File: src/rtl/hazard_bypass_ctrl_if.sv
// Bypass/hazard interface between the ID stage and the hazard controller.
// The master side is the pipeline: it presents the ID instruction and the
// flush/stall sources. The slave side is the controller: it returns the
// bypass selects and the stall/bubble controls.
interface hazard_bypass_ctrl_if #(
    parameter int REG_AW = 4
);
    logic              vld_ID;
    logic              re0_ID;
    logic              re1_ID;
    logic [REG_AW-1:0] p0_addr_ID;
    logic [REG_AW-1:0] p1_addr_ID;
    logic              we_ID;
    logic [REG_AW-1:0] dst_addr_ID;
    logic              ld_ID;
    logic              flush;
    logic              stall_mem;
    logic              byp0_EX;
    logic              byp0_DM;
    logic              byp1_EX;
    logic              byp1_DM;
    logic              stall_IF_ID;
    logic              stall_ID_EX;
    logic              stall_EX_DM;
    logic              bubble_ID_EX;

    modport master (
        output vld_ID, re0_ID, re1_ID, p0_addr_ID, p1_addr_ID,
               we_ID, dst_addr_ID, ld_ID, flush, stall_mem,
        input  byp0_EX, byp0_DM, byp1_EX, byp1_DM,
               stall_IF_ID, stall_ID_EX, stall_EX_DM, bubble_ID_EX
    );

    modport slave (
        input  vld_ID, re0_ID, re1_ID, p0_addr_ID, p1_addr_ID,
               we_ID, dst_addr_ID, ld_ID, flush, stall_mem,
        output byp0_EX, byp0_DM, byp1_EX, byp1_DM,
               stall_IF_ID, stall_ID_EX, stall_EX_DM, bubble_ID_EX
    );
endinterface

File: src/rtl/hazard_bypass_ctrl.sv
// ID-stage hazard and forwarding controller. Shadows the destination of the
// instructions in EX and DM, registers the EX-stage bypass selects, detects
// load-use hazards (one-cycle ID hold plus an ID_EX bubble) and fans out the
// pipeline stall controls.
module hazard_bypass_ctrl #(
    parameter int REG_AW   = 4,
    parameter bit ZERO_REG = 1'b1
) (
    input  logic               clk,
    input  logic               rst,
    hazard_bypass_ctrl_if.slave bus
);

    // EX-stage and DM-stage shadows of the in-flight producers
    logic              we_EX;
    logic              ld_EX;
    logic [REG_AW-1:0] dst_EX;
    logic              we_DM;
    logic [REG_AW-1:0] dst_DM;

    // Registered bypass selects seen by the EX-stage muxes
    logic byp0_EX_q;
    logic byp0_DM_q;
    logic byp1_EX_q;
    logic byp1_DM_q;

    logic hit0_EX;
    logic hit1_EX;
    logic hit0_DM;
    logic hit1_DM;
    logic load_use;
    logic bubble;
    logic nxt_byp0_EX;
    logic nxt_byp1_EX;

    // A read address matches a producer only if it writes that register and,
    // with a hardwired R0, the register is not R0.
    function automatic logic match(input logic [REG_AW-1:0] a,
                                   input logic [REG_AW-1:0] d,
                                   input logic              w);
        return w && (a == d) && !(ZERO_REG && (a == '0));
    endfunction

    // Source-operand matches against EX/DM producers, load-use and bubble decode
    always_comb begin
        hit0_EX     = bus.re0_ID && match(bus.p0_addr_ID, dst_EX, we_EX);
        hit1_EX     = bus.re1_ID && match(bus.p1_addr_ID, dst_EX, we_EX);
        hit0_DM     = bus.re0_ID && match(bus.p0_addr_ID, dst_DM, we_DM);
        hit1_DM     = bus.re1_ID && match(bus.p1_addr_ID, dst_DM, we_DM);
        load_use    = bus.vld_ID && ld_EX && !bus.flush && (hit0_EX || hit1_EX);
        bubble      = !bus.stall_mem && (load_use || bus.flush);
        nxt_byp0_EX = bus.vld_ID && hit0_EX;
        nxt_byp1_EX = bus.vld_ID && hit1_EX;
    end

    // Shadow advance and bypass-select registration; memory stall freezes all
    always_ff @(posedge clk) begin
        if (rst) begin
            we_EX     <= 1'b0;
            ld_EX     <= 1'b0;
            dst_EX    <= '0;
            we_DM     <= 1'b0;
            dst_DM    <= '0;
            byp0_EX_q <= 1'b0;
            byp0_DM_q <= 1'b0;
            byp1_EX_q <= 1'b0;
            byp1_DM_q <= 1'b0;
        end else if (bus.stall_mem) begin
            // whole pipeline frozen: hold everything
        end else if (bubble) begin
            // NOP enters EX; the old EX producer still moves on to DM
            we_EX     <= 1'b0;
            ld_EX     <= 1'b0;
            we_DM     <= we_EX;
            dst_DM    <= dst_EX;
            byp0_EX_q <= 1'b0;
            byp0_DM_q <= 1'b0;
            byp1_EX_q <= 1'b0;
            byp1_DM_q <= 1'b0;
        end else begin
            we_EX     <= bus.vld_ID && bus.we_ID;
            ld_EX     <= bus.vld_ID && bus.ld_ID;
            dst_EX    <= bus.dst_addr_ID;
            we_DM     <= we_EX;
            dst_DM    <= dst_EX;
            // the newer producer (EX) takes priority over DM for each port
            byp0_EX_q <= nxt_byp0_EX;
            byp0_DM_q <= bus.vld_ID && hit0_DM && !nxt_byp0_EX;
            byp1_EX_q <= nxt_byp1_EX;
            byp1_DM_q <= bus.vld_ID && hit1_DM && !nxt_byp1_EX;
        end
    end

    assign bus.byp0_EX      = byp0_EX_q;
    assign bus.byp0_DM      = byp0_DM_q;
    assign bus.byp1_EX      = byp1_EX_q;
    assign bus.byp1_DM      = byp1_DM_q;
    assign bus.stall_IF_ID  = bus.stall_mem || load_use;
    assign bus.stall_ID_EX  = bus.stall_mem;
    assign bus.stall_EX_DM  = bus.stall_mem;
    assign bus.bubble_ID_EX = bubble;

endmodule

File: src/flat_wrapper.sv
// flat-port wrapper written by rule: the top's interface ports become plain ports
module hazard_bypass_ctrl_flat 
#(
    parameter int REG_AW   = 4,
    parameter bit ZERO_REG = 1'b1
)
  (clk, rst, bus_vld_ID, bus_re0_ID, bus_re1_ID, bus_p0_addr_ID, bus_p1_addr_ID, bus_we_ID, bus_dst_addr_ID, bus_ld_ID, bus_flush, bus_stall_mem, bus_byp0_EX, bus_byp0_DM, bus_byp1_EX, bus_byp1_DM, bus_stall_IF_ID, bus_stall_ID_EX, bus_stall_EX_DM, bus_bubble_ID_EX);
  hazard_bypass_ctrl_if #(.REG_AW(REG_AW)) bus_i ();
  input  logic clk;
  input  logic rst;
  input wire logic [$bits(bus_i.vld_ID)-1:0] bus_vld_ID;
  input wire logic [$bits(bus_i.re0_ID)-1:0] bus_re0_ID;
  input wire logic [$bits(bus_i.re1_ID)-1:0] bus_re1_ID;
  input wire logic [$bits(bus_i.p0_addr_ID)-1:0] bus_p0_addr_ID;
  input wire logic [$bits(bus_i.p1_addr_ID)-1:0] bus_p1_addr_ID;
  input wire logic [$bits(bus_i.we_ID)-1:0] bus_we_ID;
  input wire logic [$bits(bus_i.dst_addr_ID)-1:0] bus_dst_addr_ID;
  input wire logic [$bits(bus_i.ld_ID)-1:0] bus_ld_ID;
  input wire logic [$bits(bus_i.flush)-1:0] bus_flush;
  input wire logic [$bits(bus_i.stall_mem)-1:0] bus_stall_mem;
  output wire logic [$bits(bus_i.byp0_EX)-1:0] bus_byp0_EX;
  output wire logic [$bits(bus_i.byp0_DM)-1:0] bus_byp0_DM;
  output wire logic [$bits(bus_i.byp1_EX)-1:0] bus_byp1_EX;
  output wire logic [$bits(bus_i.byp1_DM)-1:0] bus_byp1_DM;
  output wire logic [$bits(bus_i.stall_IF_ID)-1:0] bus_stall_IF_ID;
  output wire logic [$bits(bus_i.stall_ID_EX)-1:0] bus_stall_ID_EX;
  output wire logic [$bits(bus_i.stall_EX_DM)-1:0] bus_stall_EX_DM;
  output wire logic [$bits(bus_i.bubble_ID_EX)-1:0] bus_bubble_ID_EX;
  assign bus_i.vld_ID = bus_vld_ID;
  assign bus_i.re0_ID = bus_re0_ID;
  assign bus_i.re1_ID = bus_re1_ID;
  assign bus_i.p0_addr_ID = bus_p0_addr_ID;
  assign bus_i.p1_addr_ID = bus_p1_addr_ID;
  assign bus_i.we_ID = bus_we_ID;
  assign bus_i.dst_addr_ID = bus_dst_addr_ID;
  assign bus_i.ld_ID = bus_ld_ID;
  assign bus_i.flush = bus_flush;
  assign bus_i.stall_mem = bus_stall_mem;
  assign bus_byp0_EX = bus_i.byp0_EX;
  assign bus_byp0_DM = bus_i.byp0_DM;
  assign bus_byp1_EX = bus_i.byp1_EX;
  assign bus_byp1_DM = bus_i.byp1_DM;
  assign bus_stall_IF_ID = bus_i.stall_IF_ID;
  assign bus_stall_ID_EX = bus_i.stall_ID_EX;
  assign bus_stall_EX_DM = bus_i.stall_EX_DM;
  assign bus_bubble_ID_EX = bus_i.bubble_ID_EX;
  hazard_bypass_ctrl #(.REG_AW(REG_AW), .ZERO_REG(ZERO_REG)) u_core (.clk(clk), .rst(rst), .bus(bus_i));
endmodule
File: config.mk
export PLATFORM = sky130hd
export DESIGN_NAME = hazard_bypass_ctrl_flat
export DESIGN_NICKNAME = d
export VERILOG_FILES = /design/src/rtl/hazard_bypass_ctrl_if.sv /design/src/rtl/hazard_bypass_ctrl.sv /design/src/flat_wrapper.sv
export SDC_FILE = /design/constraint.sdc
export NUM_CORES = 1
export LEC_CHECK = 0
export ABC_CLOCK_PERIOD_IN_PS = 2430
export CAP_MARGIN = 20
export CORE_MARGIN = 3
export CORE_UTILIZATION = 46
export CTS_BUF_LIST = sky130_fd_sc_hd__clkbuf_4
export CTS_CLUSTER_SIZE = 40
export DETAILED_ROUTE_END_ITERATION = 8
export PLACE_DENSITY_LB_ADDON = 0.3
export REMOVE_ABC_BUFFERS = 1
export SLEW_MARGIN = 20
export SYNTH_ARGS = -nofsm -noshare
export SYNTH_HDL_FRONTEND = slang
export SYNTH_SLANG_ARGS = --single-unit
File: constraint.sdc
create_clock -name clk -period 2.43 [get_ports clk]
set_input_delay 0.486 -clock clk [delete_from_list [all_inputs] [get_ports clk]]
set_output_delay 0.486 -clock clk [all_outputs]
set_load 0.1 [all_outputs]
==> run metrics <==
post-route setup TNS=-0.0177 ns; post-detail-place hpwl=1710 um; global placement routability congestion=0.780; design area=roughly 1300 um2; async set-or-reset flop fraction in the synthesized netlist=0%; Clock Skews=around 0.0034 ns; worst path required time=around 1.9 ns; register share of total power=a little under half; CP Max Fanout=3; failing checks=negative setup slack; outcome=finished with violations; Final Hold Viols=0; number of distinct library cell variants in the gate-level netlist after synthesis=24; chip width=49.1 um; count of hold buffers inserted by post-cts repair=0; drt initial violations=4; Mapped Avg Cell Area=just over 9 um2; type of the worst setup path=input port to output pin; total cell area at the placement stage=roughly 1300 um2; synthesized-area fraction occupied by xor and xnor cells=between 15 and 20%; number of buffers between clock root and the deepest sink=2; number of vias per cell after detailed routing=roughly 5.4; number of enable flip-flop cells after synthesis=0; slew at the pin closest to its max-slew limit=between 0.2 and 0.3 ns; share of layout cells above drive strength 1=about a third; Finished Core Util=slightly above 80%; RSZ-0062 raised after global routing=true; via count=roughly 860; antenna diode count=0; multiplexer share of the synthesized area=about a tenth; net switching share of the total power=between 30% and 40%; clock sink total=15; portion of the clock cycle consumed by the worst path in the final layout=101%; switching component of the power=approximately 0.18 mW; number of filler cells placed in the layout=105; number of violations of the max-capacitance limit=0; detailed-route DRC error count=0; total gr overflow=0; Max H-tree Level=1; worst setup slack after layout=-0.0177 ns; core box area=1630 um2; 1st-pass router iterations=4; P_int=~0.39 mW; global-route usage over all layers=approximately 22%; average wire length per cell after detail routing=15.6 um; largest family of logic cells by synthesized area=simple AND/OR/NAND/NOR gates; Comb power frac=27.7%; number of rows created at floorplan=14; Boundary Pins=29; sequential-to-total area share from yosys stat=about a third; maximum number of pins on one net before global-route repair=13; Leak Pwr=0.539 nW; area of the die=about 2400 um2; Ys Warns=0; number of flip-flops and latches in the synthesized netlist=15; wire length of the first global-routing pass=a little over 4000 um; Cells after Synth=93; remaining max-slew budget at the tightest pin=approximately four fifths; relative area change from synthesis to final layout=57.6%; area taken by flip-flops and latches=about 300 um2; net count reported at finish=156; Final Setup Violations=1; clock tree from TritonCTS=done; Peak VDD IR=~0.34 mV; dominant register cell in the synthesized netlist=sky130_fd_sc_hd__dfxtp_1; Period minus WS final=roughly 2.4 ns; adder-cell share of the synthesized area=0%; highest achievable clock rate=roughly 0.4 GHz; number of port buffers=28; final slew viol count=0; initial core utilization=a little over half; total routed wirelength=between 2000 and 2500 um; insertion delay of the later-clocked pin in the worst-skew pair=between 0.2 and 0.3 ns; Clk pin slew, worst setup/hold paths=about 0.1 ns; number of antenna violations at the first check in global routing=0; power density over the cells=422 nW/um2; part of the total power dissipated in the clock network=a little over a quarter; CTS root buf=sky130_fd_sc_hd__clkbuf_4; cell area after technology mapping=around 850 um2; Inserted Clock Buffers=3; simple-gate share of the synthesized area=20.5%; multi-input logic area=578 um2; Placement Setup Slack=-0.473 ns; worst path arrival time=around 2.0 ns; compound-gate portion of the synthesized area=around 14%; Die Y-Extent=49.1 um; number of global-route vias before repair=slightly above 900; Setup crit start kind=input port; kind of capture point of the worst setup path=output pin; ANT nets after route=0; path category of the worst min-delay check=flop to flop
per-stage QoR:
stage | hold slack (ns) | instances | power, mW
global route | 0.546 | 158 | 0.590
global placement | 0.468 | 151 | 0.412
detailed placement | 0.479 | 151 | 0.416
finish | 0.516 | 158 | 0.568
floorplan | 0.464 | 87 | 0.317
CTS | 0.505 | 157 | 0.566
cells by family after synthesis:
logic type,after synthesis
buffers and inverters,6
AND/OR/NAND/NOR,34
multiplexers,9
XOR/XNOR,16
AO/OA/AOI/OAI,13
flip-flops,15
cells in the mapped netlist (2+ instances only):
master                     number  area share (%)
sky130_fd_sc_hd__dfxtp_1       15              35
sky130_fd_sc_hd__nor2_1        12             5.3
sky130_fd_sc_hd__xnor2_1       10              10
sky130_fd_sc_hd__mux2i_1        9              11
sky130_fd_sc_hd__nand2b_1       9             6.6
sky130_fd_sc_hd__nand3_1        6             3.5
sky130_fd_sc_hd__xor2_1         6             6.2
sky130_fd_sc_hd__clkbuf_1       3             1.3
sky130_fd_sc_hd__nor3_1         3             1.8
sky130_fd_sc_hd__a22o_1         2             2.1
sky130_fd_sc_hd__a22oi_1        2             1.8
sky130_fd_sc_hd__a32oi_1        2             2.1
sky130_fd_sc_hd__buf_4          2             1.8
sky130_fd_sc_hd__o41a_1         2             2.6
cell type report:
type / instances / share of cell area [%]
clock inverters: 1 / 0.372
repair buffers: 43 / 30.2
multi-input cells: 72 / 43.0
flip-flops and latches: 15 / 22.5
clock buffers: 3 / 1.67
well taps: 24 / 2.23
power by group through the flow:
stage	Combinational [mW]	Sequential, mW	Clock (mW)
final	0.157	0.261	0.149
after global routing	0.166	0.262	0.162
after CTS	0.154	0.261	0.151
after detailed placement	0.150	0.266	0
after global placement	0.147	0.265	0
after floorplan	0.0538	0.263	0
placed cells by master, fill, tap and decap left out, types with 3 or more instances in the layout:
cell and count:
sky130_fd_sc_hd__buf_12 5, sky130_fd_sc_hd__buf_2 6, sky130_fd_sc_hd__buf_4 18, sky130_fd_sc_hd__clkbuf_4 3
sky130_fd_sc_hd__clkdlybuf4s50_1 10, sky130_fd_sc_hd__dfxtp_1 13, sky130_fd_sc_hd__mux2i_1 9, sky130_fd_sc_hd__nand2b_1 9
sky130_fd_sc_hd__nand3_1 4, sky130_fd_sc_hd__nor2_1 11, sky130_fd_sc_hd__nor3_1 3, sky130_fd_sc_hd__xnor2_1 8
sky130_fd_sc_hd__xor2_1 6
timing repair:
action | CTS | global route
pin swaps | 11 | 2
endpoints found under the setup margin | 2 | 2
resized for setup | 43 | 2
setup buffers | 2 | 1
critical path, stage by stage:
cell                              delay, ns
sky130_fd_sc_hd__clkdlybuf4s15_2       0.21
sky130_fd_sc_hd__o41a_1                0.47
sky130_fd_sc_hd__nand3_2               0.12
sky130_fd_sc_hd__nor4_4                0.05
sky130_fd_sc_hd__o21a_1                0.21
sky130_fd_sc_hd__a21oi_2               0.17
sky130_fd_sc_hd__nor2_2                0.08
sky130_fd_sc_hd__buf_12                0.17
routing by layer:
| layer | up-vias | global-route usage (%) | wire [um] |
|---|---|---|---|
| met3 | 19 | 5.81 | 131 |
| met4 | 0 | 18.0 | 168 |
| met1 | 393 | 23.1 | 959 |
| met2 | 43 | 37.7 | 1200 |
| met5 | - | 0 | 0 |
| li1 | 403 | - | - |
registers in the layout (all words and copies together) (netlist names):
signal / cells
u_core.bus.byp0_DM: 1
u_core.we_DM: 1
u_core.dst_EX: 4
u_core.bus.byp1_EX: 1
u_core.dst_DM: 4
u_core.we_EX: 1
u_core.bus.byp0_EX: 1
u_core.ld_EX: 1
u_core.bus.byp1_DM: 1
final timing paths:
kind                                    startpoint                  to  slack (ns)  cells past startpoint
worst max-delay path             bus_p0_addr_ID[3]    bus_bubble_ID_EX       -0.02                      8
worst min-delay path            u_core.bus.byp1_DM  u_core.bus.byp1_DM        0.52                      1
worst max register to register    u_core.dst_EX[2]    u_core.dst_EX[0]        0.57                      7
worst min register to register  u_core.bus.byp1_DM  u_core.bus.byp1_DM        0.52                      1
Note: power is estimated with default switching activity, not from simulation.
